$ cat src/rtl/regfile_write_queue_pkg.sv
// Shared types for the register-file write-back queue: entry layout and rd decode.
package mips_pkg;
  localparam int REG_ADDR_W = 5;
  localparam int DATA_W     = 32;
  localparam int NUM_REGS   = 1 << REG_ADDR_W;
  localparam logic [REG_ADDR_W-1:0] REG_ZERO = 5'd0;

  typedef struct packed {
    logic [REG_ADDR_W-1:0] rd;
    logic [DATA_W-1:0]     data;
  } wb_entry_t;

  function automatic logic [NUM_REGS-1:0] rd_onehot(input logic [REG_ADDR_W-1:0] rd);
    return NUM_REGS'(1) << rd;
  endfunction
endpackage

$ cat src/rtl/regfile_write_queue_if.sv
// Producer/consumer bundle for the write queue: two result inputs, write port, hazard mask.
interface regfile_write_queue_if #(
  parameter int DEPTH  = 4,
  parameter int DATA_W = 32,
  parameter int ADDR_W = 5
);
  localparam int CNT_W = $clog2(DEPTH) + 1;

  logic              ld_valid;
  logic              ld_ready;
  logic [ADDR_W-1:0] ld_rd;
  logic [DATA_W-1:0] ld_data;
  logic              alu_valid;
  logic              alu_ready;
  logic [ADDR_W-1:0] alu_rd;
  logic [DATA_W-1:0] alu_data;
  logic              RegWrite;
  logic [ADDR_W-1:0] write_add;
  logic [DATA_W-1:0] write_data;
  logic [(1<<ADDR_W)-1:0] pend_mask;
  logic [CNT_W-1:0]  count;

  modport master (
    output ld_valid, ld_rd, ld_data, alu_valid, alu_rd, alu_data,
    input  ld_ready, alu_ready, RegWrite, write_add, write_data, pend_mask, count
  );

  modport slave (
    input  ld_valid, ld_rd, ld_data, alu_valid, alu_rd, alu_data,
    output ld_ready, alu_ready, RegWrite, write_add, write_data, pend_mask, count
  );
endinterface

$ cat src/rtl/regfile_write_queue_wb_fifo.sv
// In-order entry FIFO with two ordered push ports (push0 older) and an always-on pop.
module wb_fifo
  import mips_pkg::*;
#(
  parameter  int DEPTH = 4,
  localparam int PTR_W = $clog2(DEPTH),
  localparam int CNT_W = PTR_W + 1
) (
  input  logic                  clk,
  input  logic                  rst,
  input  logic                  push0,
  input  wb_entry_t             push0_ent,
  input  logic                  push1,
  input  wb_entry_t             push1_ent,
  output wb_entry_t             head,
  output logic [CNT_W-1:0]      count,
  output logic [DEPTH-1:0]      ent_vld,
  output wb_entry_t [DEPTH-1:0] ents
);
  wb_entry_t        r_mem [DEPTH];
  logic [PTR_W-1:0] r_wr_ptr, r_rd_ptr;
  logic [CNT_W-1:0] r_count;
  logic [PTR_W-1:0] w_wr1;
  logic             w_pop;

  assign w_pop = (r_count != '0);
  assign w_wr1 = r_wr_ptr + PTR_W'(push0);

  // Storage is deliberately left out of reset; validity comes from count/rd_ptr.
  always_ff @(posedge clk) begin
    if (push0) r_mem[r_wr_ptr] <= push0_ent;
    if (push1) r_mem[w_wr1]    <= push1_ent;
  end

  always_ff @(posedge clk or negedge rst) begin
    if (!rst) begin
      r_wr_ptr <= '0;
      r_rd_ptr <= '0;
      r_count  <= '0;
    end else begin
      r_wr_ptr <= r_wr_ptr + PTR_W'(push0) + PTR_W'(push1);
      r_rd_ptr <= r_rd_ptr + PTR_W'(w_pop);
      r_count  <= r_count + CNT_W'(push0) + CNT_W'(push1) - CNT_W'(w_pop);
    end
  end

  genvar i;
  generate
    for (i = 0; i < DEPTH; i++) begin : g_ent
      logic [PTR_W-1:0] w_off;
      assign w_off      = PTR_W'(i) - r_rd_ptr;
      assign ent_vld[i] = (CNT_W'(w_off) < r_count);
      assign ents[i]    = r_mem[i];
    end
  endgenerate

  assign head  = r_mem[r_rd_ptr];
  assign count = r_count;
endmodule

$ cat src/rtl/regfile_write_queue.sv
// Write-back queue: accepts load/ALU results, retires one per cycle into the register file.
module regfile_write_queue
  import mips_pkg::wb_entry_t, mips_pkg::REG_ZERO, mips_pkg::rd_onehot;
#(
  parameter int DEPTH  = 4,
  parameter int DATA_W = 32,
  parameter int ADDR_W = 5
) (
  input  logic                   clk,
  input  logic                   rst,
  regfile_write_queue_if.slave   bus
);
  localparam int CNT_W = $clog2(DEPTH) + 1;
  localparam int NREG  = 1 << ADDR_W;

  wb_entry_t             w_ld_ent, w_alu_ent, w_head;
  wb_entry_t [DEPTH-1:0] w_ents;
  logic [DEPTH-1:0]      w_ent_vld;
  logic [CNT_W-1:0]      w_count;
  logic                  w_ld_acc, w_alu_acc, w_push0, w_push1;
  logic [DEPTH-1:0][NREG-1:0] w_ent_mask;
  logic [NREG-1:0]       w_pend;

  // Readiness uses registered count only: the pop in this cycle does not open space.
  assign bus.ld_ready  = rst && (w_count < CNT_W'(DEPTH));
  assign bus.alu_ready = rst && ((w_count + CNT_W'(bus.ld_valid)) < CNT_W'(DEPTH));

  assign w_ld_acc  = bus.ld_valid  && bus.ld_ready;
  assign w_alu_acc = bus.alu_valid && bus.alu_ready;
  // r0 writes complete the handshake but are never queued.
  assign w_push0   = w_ld_acc  && (bus.ld_rd  != REG_ZERO);
  assign w_push1   = w_alu_acc && (bus.alu_rd != REG_ZERO);

  assign w_ld_ent  = '{rd: bus.ld_rd,  data: bus.ld_data};
  assign w_alu_ent = '{rd: bus.alu_rd, data: bus.alu_data};

  wb_fifo #(.DEPTH(DEPTH)) u_fifo (
    .clk       (clk),
    .rst       (rst),
    .push0     (w_push0),
    .push0_ent (w_ld_ent),
    .push1     (w_push1),
    .push1_ent (w_alu_ent),
    .head      (w_head),
    .count     (w_count),
    .ent_vld   (w_ent_vld),
    .ents      (w_ents)
  );

  genvar i;
  generate
    for (i = 0; i < DEPTH; i++) begin : g_mask
      assign w_ent_mask[i] = w_ent_vld[i] ? rd_onehot(w_ents[i].rd) : '0;
    end
  endgenerate

  always_comb begin
    w_pend = '0;
    for (int k = 0; k < DEPTH; k++) w_pend = w_pend | w_ent_mask[k];
  end

  assign bus.pend_mask  = w_pend;
  assign bus.RegWrite   = (w_count != '0);
  assign bus.write_add  = w_head.rd;
  assign bus.write_data = w_head.data;
  assign bus.count      = w_count;
endmodule
$ cat src/flat_wrapper.sv
// flat-port wrapper written by rule: the top's interface ports become plain ports
module regfile_write_queue_flat import mips_pkg::wb_entry_t, mips_pkg::REG_ZERO, mips_pkg::rd_onehot;
#(
  parameter int DEPTH  = 4,
  parameter int DATA_W = 32,
  parameter int ADDR_W = 5
)
  (clk, rst, bus_ld_valid, bus_ld_rd, bus_ld_data, bus_alu_valid, bus_alu_rd, bus_alu_data, bus_ld_ready, bus_alu_ready, bus_RegWrite, bus_write_add, bus_write_data, bus_pend_mask, bus_count);
  regfile_write_queue_if #(.DEPTH(DEPTH), .DATA_W(DATA_W), .ADDR_W(ADDR_W)) bus_i ();
  input  logic clk;
  input  logic rst;
  input wire logic [$bits(bus_i.ld_valid)-1:0] bus_ld_valid;
  input wire logic [$bits(bus_i.ld_rd)-1:0] bus_ld_rd;
  input wire logic [$bits(bus_i.ld_data)-1:0] bus_ld_data;
  input wire logic [$bits(bus_i.alu_valid)-1:0] bus_alu_valid;
  input wire logic [$bits(bus_i.alu_rd)-1:0] bus_alu_rd;
  input wire logic [$bits(bus_i.alu_data)-1:0] bus_alu_data;
  output wire logic [$bits(bus_i.ld_ready)-1:0] bus_ld_ready;
  output wire logic [$bits(bus_i.alu_ready)-1:0] bus_alu_ready;
  output wire logic [$bits(bus_i.RegWrite)-1:0] bus_RegWrite;
  output wire logic [$bits(bus_i.write_add)-1:0] bus_write_add;
  output wire logic [$bits(bus_i.write_data)-1:0] bus_write_data;
  output wire logic [$bits(bus_i.pend_mask)-1:0] bus_pend_mask;
  output wire logic [$bits(bus_i.count)-1:0] bus_count;
  assign bus_i.ld_valid = bus_ld_valid;
  assign bus_i.ld_rd = bus_ld_rd;
  assign bus_i.ld_data = bus_ld_data;
  assign bus_i.alu_valid = bus_alu_valid;
  assign bus_i.alu_rd = bus_alu_rd;
  assign bus_i.alu_data = bus_alu_data;
  assign bus_ld_ready = bus_i.ld_ready;
  assign bus_alu_ready = bus_i.alu_ready;
  assign bus_RegWrite = bus_i.RegWrite;
  assign bus_write_add = bus_i.write_add;
  assign bus_write_data = bus_i.write_data;
  assign bus_pend_mask = bus_i.pend_mask;
  assign bus_count = bus_i.count;
  regfile_write_queue #(.DEPTH(DEPTH), .DATA_W(DATA_W), .ADDR_W(ADDR_W)) u_core (.clk(clk), .rst(rst), .bus(bus_i));
endmodule
$ cat config.mk
export PLATFORM = sky130hd
export DESIGN_NAME = regfile_write_queue_flat
export DESIGN_NICKNAME = d
export VERILOG_FILES = /design/src/rtl/regfile_write_queue_pkg.sv /design/src/rtl/regfile_write_queue_if.sv /design/src/rtl/regfile_write_queue_wb_fifo.sv /design/src/rtl/regfile_write_queue.sv /design/src/flat_wrapper.sv
export SDC_FILE = /design/constraint.sdc
export NUM_CORES = 1
export LEC_CHECK = 0
export CORE_AREA = 2 2 156 158
export DETAILED_ROUTE_END_ITERATION = 12
export DIE_AREA = 0 0 158 160
export PLACE_DENSITY_LB_ADDON = 0.12
export SYNTH_ARGS = -nofsm -noshare
export SYNTH_HDL_FRONTEND = slang
export SYNTH_HIERARCHICAL = 1
export SYNTH_SLANG_ARGS = --single-unit
$ cat constraint.sdc
create_clock -name clk -period 5.2 [get_ports clk]
set_input_delay 1.04 -clock clk [delete_from_list [all_inputs] [get_ports clk]]
set_output_delay 1.04 -clock clk [all_outputs]
set_load 0.1 [all_outputs]
==> flow_summary.ini <==
[finish]
drive_gt1_share_pct = 40.2
fin_cells = 1053
final_nets = 803
area_delta_synth_final_pct = 27.6

[min_path]
hp-start = u_core/u_fifo/count[2]$_DFF_PN0_
whs_path_depth = 1
hold_path_end = u_core/u_fifo/count[2]$_DFF_PN0_
min_path_type = reg2reg

[status]
status = completed

[setup_path]
cp.required_ps = 4160
startpoint = u_core/u_fifo/r_rd_ptr[0]$_DFF_PN0_
crit_type = reg2out
startpoint_type = register
r2r-start = u_core/u_fifo/count[2]$_DFF_PN0_
reg2reg_to = u_core/u_fifo/r_mem[2][9]$_DFFE_PP_
reg2reg_depth = 7
end_kind = output pin
path_max_fanout = 17
ff2ff_setup_slack_ps = 2110
arrival_ps = 3400

[synthesis]
synth_xor_area_share_pct = 0.681
synth_seq_area_share_pct = 52.4
synthCells = 562
syn-num-nets = 650
ys_seq_elements = 155
synthTopCellsByArea = edfxtp_1 50%, mux2_2 17%, mux4_2 9.4%
synth-edff-count = 148
synth_fa_ha_area_share_pct = 1.59
synth-compound-area-share_pct = 6.99
synthSimpleGateAreaFrac_pct = 6.78
yosys_most_used_dff = edfxtp_1
avgSynthCellArea_um2 = 15.7
synth_top_area_share_pct = 50.4
yosysUniqueCellTypes = 56
synth-async-reset-ratio_pct = 4.52
synth_top_family_by_area = multiplexers
synth_top_area_cell = edfxtp_1
ys_warn_count = 6
synth_mux_area_share_pct = 29.3
synthesis.area_um2 = 8820

[drt]
drtAntennaViolNets = 0
wl_per_cell_um = 23.9
route.detailed.drc = 0
viasPerCell = 5.63
drt_pre_antenna_iters = 5
drt-initial-drc-count = 411
route.vias.total = 5928
totalWireLength_mm = 25.2

[clocking]
tritoncts = yes
cts_made_buffers = 17
clock_sinks = 155
clockBufferDepth = 2
cts_setup_buffers = 0
path_clk_slew_ps = 60
htreeDepth = 4
clk_latency_ps = 420
hold_buffers = 0
post_cts_resized = 0
root_buffer = clkbuf_16

[floorplanning]
pin_count = 153
num_rows = 57
die_y_um = 160
dieArea_um2 = 25300
start_util_pct = 37.0
die_width_um = 158
core_area_um2 = 23800

[placed_design]
place_hpwl_mm = 17.3
gp_congestion = 0.902
numPortBuffers = 152
dpl.cell_count = 1020

[grt]
grt_max_degree = 38
overflow = 0
grt_pass1_wl_mm = 38.0
grt_usage_pct = 20.3
antenna_found_initial = 1
grt_pass1_vias = 6268

[power]
powerDensity_nw_per_um2 = 617
p_leak_uw = 0.00384
ir_drop_uv = 317

[timing]
setup_violations = 0
min_period_ps = 4440
fmax_ghz = 0.225
setup_tns_ps = 0
hold_violations = 0
finalCritPeriodShare_pct = 85.4
finalMaxSlewViolations = 0
clock_skew_ps = 7.42
rsz0062_at_grt = no
tightestPinTransition_ps = 1050
slew_headroom_pct = 29.6

[job]
max_cap_viol_count = 0
area by class of cell:
| class | instances | area (µm²) |
|---|---|---|
| well taps | 324 | 405 |
| clock buffers | 17 | 425 |
| multi-input cells | 366 | 4060 |
| flip-flops and latches | 155 | 4620 |
| inverters | 10 | 37.5 |
| diodes | 1 | 2.50 |
| fillers | 2147 | 12600 |
| clock inverters | 15 | 125 |
| repair buffers | 165 | 1580 |
critical path, stage by stage, from the launching register on:
cell     delay (ps)
dfrtp_2         750
xor2_1          230
inv_1            60
ha_1            270
a21oi_1         110
or2_2           190
nor4b_1         740
a221o_2         320
buf_4           290
cells by family after synthesis:
kind of cell,after synthesis
mux,186
flops,155
fa+ha+maj,10
buf+inv,41
xor+xnor,6
simple gates,89
compound gates,75
flip-flops by register name, summed over array words and instances (netlist names):
name                    flops
u_core/u_fifo/count         3
u_core/u_fifo/r_mem       148
u_core/u_fifo/r_rd_ptr      2
u_core/u_fifo/r_wr_ptr      2
layout by cell type, fill, tap and decap left out, drive strengths merged, types with 3 or more instances in the layout:
cell type      instances
mux2                 149
edfxtp               148
clkdlybuf4s50        118
buf                   47
mux4                  37
o221ai                24
a22oi                 18
clkbuf                17
nand2                 13
inv                   12
nor2b                  9
nand2b                 8
ha                     8
nor2                   8
nand3                  7
dfrtp                  7
clkinv                 7
and4bb                 6
or2                    6
o22ai                  6
clkinvlp               5
nand4b                 5
or3                    5
a21oi                  4
and2                   3
o22a                   3
xor2                   3
and3                   3
a221o                  3
o211ai                 3
and4b                  3
xnor2                  3
power breakdown:
part           internal [µW]  switching, µW  total, µW
clock network            655            496       1150
registers               1630            182       1820
logic                   1140           2830       3980
total                   3430           3510       6940
cell usage after synthesis (all sizes together) (3+ instances only):
cell type  count
nand2b         8
or3            5
a221o          3
edfxtp       148
and3           3
buf           23
nand2         13
or2            6
o22a           3
o221ai        24
o211ai         3
and2           3
and4b          3
nor2           8
dfrtp          7
mux4          37
xor2           3
nand3          7
a22oi         18
clkbuf         8
nand4b         5
ha             8
xnor2          3
and4bb         6
inv           10
mux2         149
a21oi          4
o22ai          6
nor2b          9
routing by layer:
| layer | GRT usage, % | up-vias | part of all wire (%) |
|---|---|---|---|
| met4 | 7.74 | 0 | 2.8 |
| met5 | 0 | - | 0 |
| met1 | 24.7 | 3020 | 40 |
| met3 | 4.15 | 44 | 5.0 |
| li1 | - | 2639 | - |
| met2 | 35.3 | 225 | 52 |
through the flow:
step,util (%),power [µW],worst slack [ps],area (µm²),hold slack (ps)
after floorplan,-,4860,218,8830,477
after global placement,44.9,5820,681,10700,650
after detailed placement,44.9,5840,617,10700,685
after CTS,47.2,7010,660,11300,694
after global routing,47.2,7220,479,11300,731
final,47.3,6940,758,11300,680
worst max-delay path by stage:
stage                                                     end  depth (start not counted)
after floorplan           u_core/u_fifo/r_mem[0][0]$_DFFE_PP_                          7
after global placement    u_core/u_fifo/r_mem[1][4]$_DFFE_PP_                          8
after detailed placement  u_core/u_fifo/r_mem[1][4]$_DFFE_PP_                          8
after CTS                                   bus_write_data[3]                          3
after global routing                         bus_pend_mask[0]                          9
final                                        bus_pend_mask[4]                          8
Power figures use the tool's default switching activity.
==> variant 1: new RTL, same flow settings <==
Make the reset (`rst`) synchronous in one clocked block.
--- a/src/rtl/regfile_write_queue_wb_fifo.sv
+++ b/src/rtl/regfile_write_queue_wb_fifo.sv
@@ -33,5 +33,5 @@
   end
 
-  always_ff @(posedge clk or negedge rst) begin
+  always_ff @(posedge clk) begin
     if (!rst) begin
       r_wr_ptr <= '0;
Behaviour: differs if rst is asserted again (counterexample within 4 cycles, from zero or initial values and one cycle with rst low); with rst held inactive, the same outputs for 4 cycles.
==> variant 1 against the original RTL <==
  * Clock skew rose by 0.0026 ns
  * Total power down 6.9%
  * Sequential share of layout area decreased by 0.37 points
  * Routed wire length down 1.7%
  * Core utilization increased by 0.089 points
  * Synthesized cell count up 1.4%
  * Sequential cell count unchanged
  * Worst setup slack got worse by 0.017 ns
  * Area after synthesis grew 0.47%
  * Design area up 0.19%
  * Largest power group unchanged
  * Highest routed layer unchanged
==> variant 1: results (changes against the original RTL) <==
Worst setup path
  – Worst R2R Setup Slack: 2.29 ns (+0.18 ns)
  – RR Endpoint: u_core/u_fifo/count[2]
  – CP arrival: 3.42 ns (+0.02 ns)
  – Crit Reg-Reg Startpoint: u_core/u_fifo/count[0]
  – Max FO, Critical Path: 23 (+6)
  – Max stage delay on crit path: 0.63 ns (-0.12 ns)
  – Delay-heaviest family, CP: compound AO/OA/AOI/OAI gates
  – Slowest cell on crit path: dfxtp_4
  – Crit. Startpoint: u_core/u_fifo/r_rd_ptr[0]
  – R2R cell count: 11 (+4)

Synthesis
  – Syn nets: 658 (+1.2%)
  – Syn. warnings: 6 (unchanged)
  – Share of flip-flops with an asynchronous set or reset: 0% (-4.5 points)
  – Synth unique cells: 58 (+3.6%)
  – Post-synthesis sequential area ratio: 51.73% (-0.64 points)
  – Top cells by area, synth: edfxtp_1, mux2_2, mux4_2
  – Top cells by count, synth: edfxtp_1, mux2_2, mux4_2, o221ai_1, mux2_4
  – Syn Area/Cell: 15.55 µm² (-0.94%)
  – Most used DFF post-synth: edfxtp_1

Hold path
  – Worst min path class: reg2reg
  – Hold path depth: 2 (+1)
  – Hold Path Origin: u_core/u_fifo/count[2]
  – Worst-case hold path end point: u_core/u_fifo/count[2]

Finish
  – Final Non-Filler Cells: 1065 (+1.1%)
  – Max reg flops: 148 (unchanged)
  – Most flops, register: u_core/u_fifo/r_mem
  – Diode count: 0 (-1)
  – Proportion of layout cells with a drive suffix above 1: 40.08% (-0.17 points)
  – Nets@finish: 816 (+1.6%)

Placement
  – Cells after DPL: 1033 (+1.3%)
  – Placed cell areas: 10710 µm² (about the same)
  – Detailed placement HPWL: 16980 µm (-1.9%)
  – DP Worst Slack: 0.8812 ns (+0.2646 ns)
  – RePlAce Congestion: 0.8850 (-1.9%)

CTS
  – Post-CTS Setup Inserts: 0 (unchanged)
  – Clock latency at the later pin of the worst-skew pair: 0.42 ns (about the same)
  – H-tree levels: 4 (unchanged)
  – CTS-repair resized insts: 0 (unchanged)
  – CTS Buf Count: 17 (unchanged)

STA
  – Final WS setup: 0.7401 ns (-0.01740 ns)
  – Worst Skew: 0.009994 ns (+0.002576 ns)
  – Relative slew slack: 20.56% (-9.1 points)
  – WHS: 0.7557 ns (+0.07569 ns)

Outcome
  – Status: finished, final reports clean

Global routing
  – Grt met3 use: 3.338% (-0.81 points)
  – First-pass GRT wire length: 37680 µm (-0.75%)
  – Vias in the first global route: 6286 (+0.29%)
  – Met2 GRT Util: 34.21% (-1.1 points)
  – Routing usage on met1: 25.99% (+1.3 points)
  – GR Util All Layers: 20.01% (-0.30 points)
  – Initial antenna violation count: 0 (-1)

Power
  – LEAKAGE: 3.816 nW (-0.55%)
  – VDD IR-drop max: 0.5901 mV (+86%)

Routing
  – Routed vias: 5897 (-0.52%)
  – DR WL/cell: 23.25 µm (-2.8%)
  – DR WL met2: 12410 µm (-4.8%)
  – DRT met1 WL: 10740 µm (+5.3%)
  – Met3 Wirelength: 1118 µm (-11%)
  – Starting DRT DRC Count: 325 (-21%)
  – Top layer in use: met4
[variant 1: changes by cell type in the layout (fill, tap and decap cells not counted), sizes merged, moves of 2 or more]
cell    unedited run  this run
buf               47        51
dfrtp              7         0
dfxtp              0         7
inv               12        16
nand2             13        15
clkinv             7         2
and2               3        10
[variant 1: logic make-up after synthesis]
family,after synthesis,synth area share [%]
mux,186,29.14
xor+xnor,7,0.7766
flops,155,51.73
compound gates,75,6.946
simple gates,97,7.299
buf+inv,40,2.527
fa+ha+maj,10,1.581
[variant 1: area by class of cell]
type,instances,area [µm²]
clock inverter,14,136.4
inverter,10,37.54
fill,2126,12540
timing repair buffer,169,1564
tap,324,405.4
sequential,155,4589
clock buffer,18,429.2
multi-input combinational,375,4116
[variant 1: power breakdown]
group	switching, mW	internal, mW	total [mW]
sequential	0.142	1.58	1.72
clock	0.528	0.669	1.20
combinational	2.53	1.02	3.55
total	3.20	3.26	6.46
==> variant 2: new RTL, same flow settings <==
Made on the original files. The package constant `REG_ZERO` goes from 5'd0 to 5'd1.
--- a/src/rtl/regfile_write_queue_pkg.sv
+++ b/src/rtl/regfile_write_queue_pkg.sv
@@ -4,5 +4,5 @@
   localparam int DATA_W     = 32;
   localparam int NUM_REGS   = 1 << REG_ADDR_W;
-  localparam logic [REG_ADDR_W-1:0] REG_ZERO = 5'd0;
+  localparam logic [REG_ADDR_W-1:0] REG_ZERO = 5'd1;
 
   typedef struct packed {
Behaviour: not the same (Yosys sat finds a counterexample within 4 cycles, from zero or initial values and one cycle with rst low).
==> variant 2 against the original RTL <==
  * Critical path depth decreased by 5
  * Largest cell class unchanged
  * Design area decreased by 0.36%
  * Maximum frequency increased by 4.0%
  * Sequential cell count unchanged
  * Worst setup slack improved by 0.17 ns
  * Critical endpoint is now bus_write_data[26]
  * Total power increased by 0.40%
  * Area after synthesis decreased by 0.67%
  * Core utilization decreased by 0.17 points
  * Via count decreased by 2.0%
  * Routed wire length decreased by 1.3%
==> variant 2: results (changes against the original RTL) <==
Outcome
  – Status: finished, final reports clean

Worst setup path
  – RR Endpoint: u_core/u_fifo/r_mem[1][30]
  – Max stage delay on crit path: 1.00 ns (+0.25 ns)
  – Max FO, Critical Path: 19 (+2)
  – Delay-heaviest family, CP: buffers and inverters
  – CP arrival: 3.23 ns (-0.17 ns)
  – Worst R2R Setup Slack: 2.24 ns (+0.13 ns)
  – Setup crit end: bus_write_data[26]

Global routing
  – Initial antenna violation count: 2 (+1)
  – Vias in the first global route: 6174 (-1.5%)
  – GR Util All Layers: 19.95% (-0.36 points)
  – First-pass GRT wire length: 37270 µm (-1.8%)

STA
  – Worst Tran Pin Value: 1.035 ns (-0.01729 ns)
  – TNS Setup: 0 ns (unchanged)
  – Worst Skew: 0.01123 ns (+0.003807 ns)

Synthesis
  – Syn nets: 641 (-1.4%)
  – Top cells by count, synth: edfxtp_1, mux2_2, mux4_2, o221ai_1, mux2_4
  – Top cells by area, synth: edfxtp_1, mux2_2, mux4_2
  – Synth unique cells: 49 (-13%)

Finish
  – Proportion of layout cells with a drive suffix above 1: 39.67% (-0.58 points)
  – FF+latch count: 155 (unchanged)
  – Diode count: 2 (+1)
  – Layout overhead on the synthesized area: 28.02%
  – Inverter count: 9 (-1)
  – Clock network area share: 5.042% (+0.15 points)
  – Multi-input combinational area share: 35.72% (-0.31 points)
  – Fill cells: 2131 (-0.75%)
  – Non-clock buffer share: 14.08% (about the same)
  – Nets@finish: 796 (-0.87%)
  – Non-CTS buffers: 166 (+0.61%)
  – #MultiIn Comb: 359 (-1.9%)

CTS
  – Clock latency at the later pin of the worst-skew pair: approximately 0.43 ns

Routing
  – Routed vias: 5811 (-2.0%)
  – Starting DRT DRC Count: 307 (-25%)
  – DR WL/cell: 23.74 µm (-0.74%)

Placement
  – Placed cell areas: 10650 µm² (-0.54%)
  – RePlAce Congestion: 0.8595 (-4.7%)
  – Detailed placement HPWL: 17150 µm (-0.92%)

Hold path
  – Worst min path class: reg2reg

Power
  – VDD IR-drop max: 0.3977 mV (+26%)
  – Psw: 3.538 mW (+0.76%)
variant 2: per-stage QoR:
stage | setup WS [ns] | std cells | hold WS, ns
after global routing | 0.6424 | 1045 | 0.7905
after floorplan | 0.2183 | 553 | 0.4766
after global placement | 0.7683 | 1013 | 0.7109
final | 0.9303 | 1047 | 0.7503
after CTS | 0.8246 | 1045 | 0.7528
after detailed placement | 0.7070 | 1013 | 0.7402
variant 2: cell families (layout without fill, tap and decap cells):
| group | after synthesis | in the layout | synth area share, % |
|---|---|---|---|
| mux | 186 | 186 | 29.47 |
| compound gates | 75 | 75 | 7.011 |
| xor+xnor | 6 | 6 | 0.6856 |
| flops | 155 | 155 | 52.72 |
| buf+inv | 39 | 207 | 2.213 |
| simple gates | 82 | 82 | 6.297 |
| fa+ha+maj | 10 | 10 | 1.599 |
| other cells | 0 | 2 | 0 |
variant 2: per-layer routing:
layer | routed length, µm | GRT usage, %
met1 | 10520 | 24.68
met5 | 27 | 0
met4 | 374 | 6.102
met2 | 12950 | 34.96
met3 | 982 | 4.016
